### src/rtl/imem_port_arbiter.sv
// Arbitrates the instruction SRAM RW port between the init loader (writes) and the fetch path (reads).
// Optional feature: define IMEM_ARB_RR_EN for round-robin conflict resolution instead of fixed priority.
module imem_port_arbiter #(
   parameter int AW           = 8,
   parameter int DW           = 32,
   parameter int MAX_WR_BURST = 4
) (
   input  logic          CLK,
   input  logic          reset,
   input  logic          wr_req,
   input  logic [AW-1:0] wr_addr,
   input  logic [DW-1:0] wr_data,
   output logic          wr_gnt,
   input  logic          rd_req,
   input  logic [AW-1:0] rd_addr,
   output logic          rd_gnt,
   output logic          rd_valid,
   output logic [DW-1:0] rd_data,
   output logic          mem_csb,
   output logic          mem_web,
   output logic [AW-1:0] mem_addr,
   output logic [DW-1:0] mem_din,
   input  logic [DW-1:0] mem_dout,
   output logic          busy
);

`ifdef IMEM_ARB_RR_EN
   localparam logic WINNER_RD = 1'b0;
   localparam logic WINNER_WR = 1'b1;

   logic last_winner_q;
   logic last_winner_d;
`else
   localparam int          CW        = $clog2(MAX_WR_BURST + 1);
   localparam logic [CW-1:0] BURST_MAX = CW'(MAX_WR_BURST);

   logic [CW-1:0] wr_burst_cnt_q;
   logic [CW-1:0] wr_burst_cnt_d;
`endif

   logic          rd_valid_q;
   logic          rd_valid_d;
   logic [DW-1:0] rd_hold_q;
   logic [DW-1:0] rd_hold_d;
   logic [AW-1:0] mem_addr_q;
   logic [AW-1:0] mem_addr_d;
   logic [DW-1:0] mem_din_q;
   logic [DW-1:0] mem_din_d;
   logic          busy_q;
   logic          busy_d;

   // Grant decision: reset blocks everything, conflicts resolved by the selected policy
   always_comb begin
      wr_gnt = 1'b0;
      rd_gnt = 1'b0;
      if (reset) begin
         wr_gnt = 1'b0;
         rd_gnt = 1'b0;
      end else if (wr_req && rd_req) begin
`ifdef IMEM_ARB_RR_EN
         if (last_winner_q == WINNER_RD) begin
            wr_gnt = 1'b1;
         end else begin
            rd_gnt = 1'b1;
         end
`else
         if (wr_burst_cnt_q == BURST_MAX) begin
            rd_gnt = 1'b1;
         end else begin
            wr_gnt = 1'b1;
         end
`endif
      end else begin
         wr_gnt = wr_req;
         rd_gnt = rd_req;
      end
   end

   // Arbitration state update
   always_comb begin
`ifdef IMEM_ARB_RR_EN
      last_winner_d = last_winner_q;
      if (wr_req && rd_req && !reset) begin
         last_winner_d = wr_gnt ? WINNER_WR : WINNER_RD;
      end else begin
         last_winner_d = last_winner_q;
      end
`else
      // Count only writes that starve a pending read; anything else restarts the burst
      wr_burst_cnt_d = '0;
      if (wr_gnt && rd_req) begin
         if (wr_burst_cnt_q == BURST_MAX) begin
            wr_burst_cnt_d = wr_burst_cnt_q;
         end else begin
            wr_burst_cnt_d = wr_burst_cnt_q + CW'(1);
         end
      end else begin
         wr_burst_cnt_d = '0;
      end
`endif
   end

   // SRAM port drive, read-return pipeline and busy flag
   always_comb begin
      mem_addr_d = mem_addr_q;
      mem_din_d  = mem_din_q;
      if (reset) begin
         mem_addr_d = '0;
         mem_din_d  = '0;
      end else if (wr_gnt) begin
         mem_addr_d = wr_addr;
         mem_din_d  = wr_data;
      end else if (rd_gnt) begin
         mem_addr_d = rd_addr;
         mem_din_d  = '0;
      end else begin
         mem_addr_d = mem_addr_q;
         mem_din_d  = mem_din_q;
      end

      rd_valid_d = rd_gnt;
      busy_d     = wr_gnt;
      // SRAM output is only meaningful in the cycle after the read; keep it afterwards
      if (rd_valid_q) begin
         rd_hold_d = mem_dout;
      end else begin
         rd_hold_d = rd_hold_q;
      end

      mem_csb  = ~(wr_gnt | rd_gnt);
      mem_web  = ~wr_gnt;
      mem_addr = mem_addr_d;
      mem_din  = mem_din_d;
      rd_valid = rd_valid_q;
      rd_data  = rd_valid_q ? mem_dout : rd_hold_q;
      busy     = busy_q;
   end

   // State registers with synchronous reset
   always_ff @(posedge CLK) begin
      if (reset) begin
`ifdef IMEM_ARB_RR_EN
         last_winner_q  <= WINNER_RD;
`else
         wr_burst_cnt_q <= '0;
`endif
         rd_valid_q     <= 1'b0;
         rd_hold_q      <= '0;
         mem_addr_q     <= '0;
         mem_din_q      <= '0;
         busy_q         <= 1'b0;
      end else begin
`ifdef IMEM_ARB_RR_EN
         last_winner_q  <= last_winner_d;
`else
         wr_burst_cnt_q <= wr_burst_cnt_d;
`endif
         rd_valid_q     <= rd_valid_d;
         rd_hold_q      <= rd_hold_d;
         mem_addr_q     <= mem_addr_d;
         mem_din_q      <= mem_din_d;
         busy_q         <= busy_d;
      end
   end

endmodule

### config.mk
export PLATFORM = sky130hd
export DESIGN_NAME = imem_port_arbiter
export DESIGN_NICKNAME = d
export VERILOG_FILES = /design/src/rtl/imem_port_arbiter.sv
export SDC_FILE = /design/constraint.sdc
export NUM_CORES = 1
export LEC_CHECK = 0
export CAP_MARGIN = 40
export CORE_MARGIN = 2
export CORE_UTILIZATION = 40
export CTS_CLUSTER_SIZE = 10
export DETAILED_ROUTE_END_ITERATION = 8
export MAX_ROUTING_LAYER = met4
export PLACE_DENSITY = 0.85
export SYNTH_ARGS = -nofsm -noshare
export SYNTH_HDL_FRONTEND = slang
export SYNTH_SLANG_ARGS = --single-unit
### constraint.sdc
create_clock -name CLK -period 1.79 [get_ports CLK]
set_clock_uncertainty 0.05 [all_clocks]
set_input_delay 0.358 -clock CLK [delete_from_list [all_inputs] [get_ports CLK]]
set_output_delay 0.358 -clock CLK [all_outputs]
set_load 0.05 [all_outputs]
==> impl_metrics.tcl <==
set metrics [dict create \
    cts.clk_slew.worst_paths_ns 0.08 \
    rows 34 \
    grt_pass1_wl_mm 19.2 \
    critPathLaunchType "flip-flop" \
    post_synth_inst_count 324 \
    place_inst 613 \
    post_synthesis_compound_gate_area_fraction 0.223 \
    design.portCount 162 \
    finalHoldWorstSlack_ns 0.373 \
    final_setup_violating_endpoints 76 \
    synthesis.area_per_instance_um2 10.7 \
    dr_total_vias 3474 \
    port_buffers 161 \
    timing.slew.headroom 0.676 \
    drcViolationCount 0 \
    wl_per_cell_um 20.3 \
    chipWidth_um 97.3 \
    synth-seq-area-share 0.443 \
    setup.worst_path.start "wr_burst_cnt_q[1]" \
    timing.critical_path.max_delay_family "simple AND/OR/NAND/NOR gates" \
    final_cell_mix "80 x sky130_fd_sc_hd__clkdlybuf4s50_1, 74 x sky130_fd_sc_hd__dfxtp_1, 63 x sky130_fd_sc_hd__buf_4, 54 x sky130_fd_sc_hd__buf_12, 43 x sky130_fd_sc_hd__nor2_1" \
    worst-path-buf-inv 3 \
    num-fill-cells 392 \
    drt.antenna.violating_nets 0 \
    final_common_cell "sky130_fd_sc_hd__clkdlybuf4s50_1" \
    first_global_vias 3781 \
    globalRouteTotalUtil 0.263 \
    cts_made_buffers 9 \
    worstSkewPairLatency_ns 0.34 \
    path_cells "inv_2 -> ha_4 -> nand3_4 -> and2_4 -> buf_12 -> a22oi_2 -> nor2_4 -> buf_12" \
    cts.path.max_buffers 2 \
    instances_no_fill 677 \
    tritoncts_num_sinks 77 \
    post_synth_xor_area_fraction 0 \
    critPathMostFrequentCell "sky130_fd_sc_hd__buf_12" \
    synth_top_family_by_area "compound AO/OA/AOI/OAI gates" \
    ir_worst_vdd_uv 517 \
    crit_required_ns 1.38 \
    grt_antenna_before_repair 0 \
    cts_hold_repair.buffers 0 \
    hold_viol 0 \
    crit_path_max_fanout 7 \
    worst_path_largest_cell_delay_ns 0.34 \
    worst_ep_arrival_time_ns 1.93 \
    path_depth 8 \
    grt_start_max_net_pins 42 \
    crit_path_top_delay_cell "sky130_fd_sc_hd__dfxtp_2" \
    fp.coreArea_um2 8590 \
    worstReg2RegEnd "mem_din_q[7]" \
    hpwl_mm 7.69 \
    yosys.area_share.simple 0.168 \
    layout_min_cycle_time_ns 2.33 \
    period_share 1.30 \
    synth_cell_type_count 31 \
    synth-seq-cells 77 \
    clk_root_buffer_cell "sky130_fd_sc_hd__clkbuf_8" \
    cp-end-kind "primary output" \
    postRouteWirelength_mm 13.8 \
    viasPerCell 5.13 \
    post_synth_adder_cell_area 0.00719 \
    worst-r2r-cell-count 11 \
    proportion_of_synthesized_area_in_mux_cells 0.106 \
    slew_viol_final 0 \
    area_growth_syn_to_layout_pct 114 \
    die_area_um2 9470 \
    post_route_cells_drive_above_1_share 0.568 \
    worstMarginPinSlew_ns 0.485 \
    failed_checks "negative setup slack" \
    holdCritPathClass "input port to flip-flop" \
    fmax_mhz 429 \
    routabilityCongestion 0.836 \
    cts_h_tree_lvls 3 \
    floorplan.initialDensity 0.405 \
    tritoncts_clock_tree "done" \
    die_height_um 97.3 \
    status "complete, but fails checks" \
    final_nets 650 \
    yosys_warnings 0 \
    rr_startpoint "wr_burst_cnt_q[1]" \
    max_cap_viol_count 0 \
    power-per-cell-area_nw_per_um2 663 \
    reg2reg_slack_ns -0.08 \
    worstSetupEndpoint "mem_din[23]" \
    rsz0062_at_grt "true" \
    final_core_util 0.866 \
    gr-total-overflow 0 \
    first_iter_violations 104 \
    drtPass1Iterations 4 \
    mappedNetlistArea_um2 3480 \
    leakage_nw 3.18 \
    layout_setup_ws_ns -0.543 \
    postSynthNetCount 410 \
    setup.worst_path.class "flip-flop to primary output" \
    num_antenna_cells 0 \
]
[kinds of logic after synthesis]
family	after synthesis
AO/OA/AOI/OAI	60
adder cells (fa/ha/maj)	2
buffers and inverters	28
flip-flops	77
multiplexers	33
AND/OR/NAND/NOR	124
[synthesized netlist by cell type]
library cell                n  share of area
sky130_fd_sc_hd__nor2b_4    1         0.0040
sky130_fd_sc_hd__nand2_1   10          0.011
sky130_fd_sc_hd__nor3b_1    1         0.0022
sky130_fd_sc_hd__dfxtp_1   77           0.44
sky130_fd_sc_hd__ha_1       2         0.0072
sky130_fd_sc_hd__a21oi_2    1         0.0025
sky130_fd_sc_hd__a21oi_1    1         0.0014
sky130_fd_sc_hd__a22oi_2    5          0.018
sky130_fd_sc_hd__and2_4     1         0.0025
sky130_fd_sc_hd__a22oi_1    4         0.0086
sky130_fd_sc_hd__nor2_1    75          0.081
sky130_fd_sc_hd__nand3_1    1         0.0014
sky130_fd_sc_hd__inv_1      4         0.0043
sky130_fd_sc_hd__buf_2      3         0.0043
sky130_fd_sc_hd__nor2b_1   32          0.057
sky130_fd_sc_hd__mux2i_1    1         0.0029
sky130_fd_sc_hd__nand3_2    1         0.0029
sky130_fd_sc_hd__buf_6      1         0.0032
sky130_fd_sc_hd__mux2_2    25          0.081
sky130_fd_sc_hd__o21bai_2   1         0.0032
sky130_fd_sc_hd__nand2b_4   1         0.0040
sky130_fd_sc_hd__mux2_1     7          0.023
sky130_fd_sc_hd__a21bo_2    1         0.0029
sky130_fd_sc_hd__buf_8      1         0.0043
sky130_fd_sc_hd__buf_4      2         0.0043
sky130_fd_sc_hd__a211oi_1  16          0.034
sky130_fd_sc_hd__and2_1     1         0.0018
sky130_fd_sc_hd__buf_12     3          0.017
sky130_fd_sc_hd__o21ai_0    8          0.011
sky130_fd_sc_hd__a22oi_4   23           0.14
sky130_fd_sc_hd__clkbuf_1  14          0.015
[how the worst min path moves through the flow]
stage	start	end	slack, ns	cells after the start
finish	wr_req	rd_valid	0.37	4
CTS	rd_req	busy	0.31	3
floorplan	wr_burst_cnt_q[0]	wr_burst_cnt_q[0]	0.36	1
global route	wr_req	rd_valid	0.39	4
global placement	wr_burst_cnt_q[0]	wr_burst_cnt_q[0]	0.44	2
detailed placement	wr_burst_cnt_q[0]	wr_burst_cnt_q[0]	0.45	2
[worst register-to-register path: stages, from the launching register on]
cell and delay (ns):
sky130_fd_sc_hd__dfxtp_2 0.34, sky130_fd_sc_hd__inv_2 0.07, sky130_fd_sc_hd__ha_4 0.17, sky130_fd_sc_hd__nand3_4 0.11, sky130_fd_sc_hd__buf_6 0.15, sky130_fd_sc_hd__and2_4 0.17
sky130_fd_sc_hd__buf_6 0.13, sky130_fd_sc_hd__a22oi_4 0.21, sky130_fd_sc_hd__buf_4 0.14, sky130_fd_sc_hd__buf_4 0.09, sky130_fd_sc_hd__buf_4 0.10, sky130_fd_sc_hd__nor2_1 0.04
[stage by stage]
stage / power, mW / TNS [ns] / instance area (µm²) / worst slack [ns]
3_3_place_gp: 3.16 / -22.10 / 6220 / -0.531
2_1_floorplan: 2.60 / -3.82 / 3880 / -0.399
3_5_place_dp: 3.20 / -25.62 / 6220 / -0.597
5_1_grt: 5.09 / -26.22 / 7440 / -0.606
4_1_cts: 4.83 / -21.19 / 7180 / -0.470
6_report: 4.94 / -22.56 / 7440 / -0.543
[metal layers]
layer,vias to the layer above,wire [µm],track usage
met5,-,0,-
met4,0,361,0.0919
met3,33,785,0.0482
met2,158,7660,0.489
met1,1701,4950,0.280
li1,1582,-,-
[report_power, final]
group / switching, mW / internal, mW
registers: 0.0392 / 1.78
logic: 0.813 / 0.826
clock network: 0.691 / 0.790
total: 1.54 / 3.39
[cell type report]
type                       instances  area, µm²  area share
sequential                        77       1550       0.208
timing repair buffer             252       3150       0.423
tap                              108        135      0.0182
clock buffer                       9        124      0.0166
multi-input combinational        220       2370       0.318
inverter                           4       17.5     0.00235
clock inverter                     7       98.8      0.0133
[flip-flops by register name, summed over array words and instances, names as in the netlist]
register,cells
busy,1
mem_addr_q,8
mem_din_q,32
rd_hold_q,32
rd_valid,1
wr_burst_cnt_q,3
[repair_timing]
item | in CTS | in global routing
pin swaps | 35 | 11
cloned | 7 | 1
setup endpoints to repair | 76 | 77
hold endpoints to repair | 0 | 0
resized for setup | 102 | 58
setup buffers | 31 | 12
No activity file was read; power rests on OpenSTA's default activity.
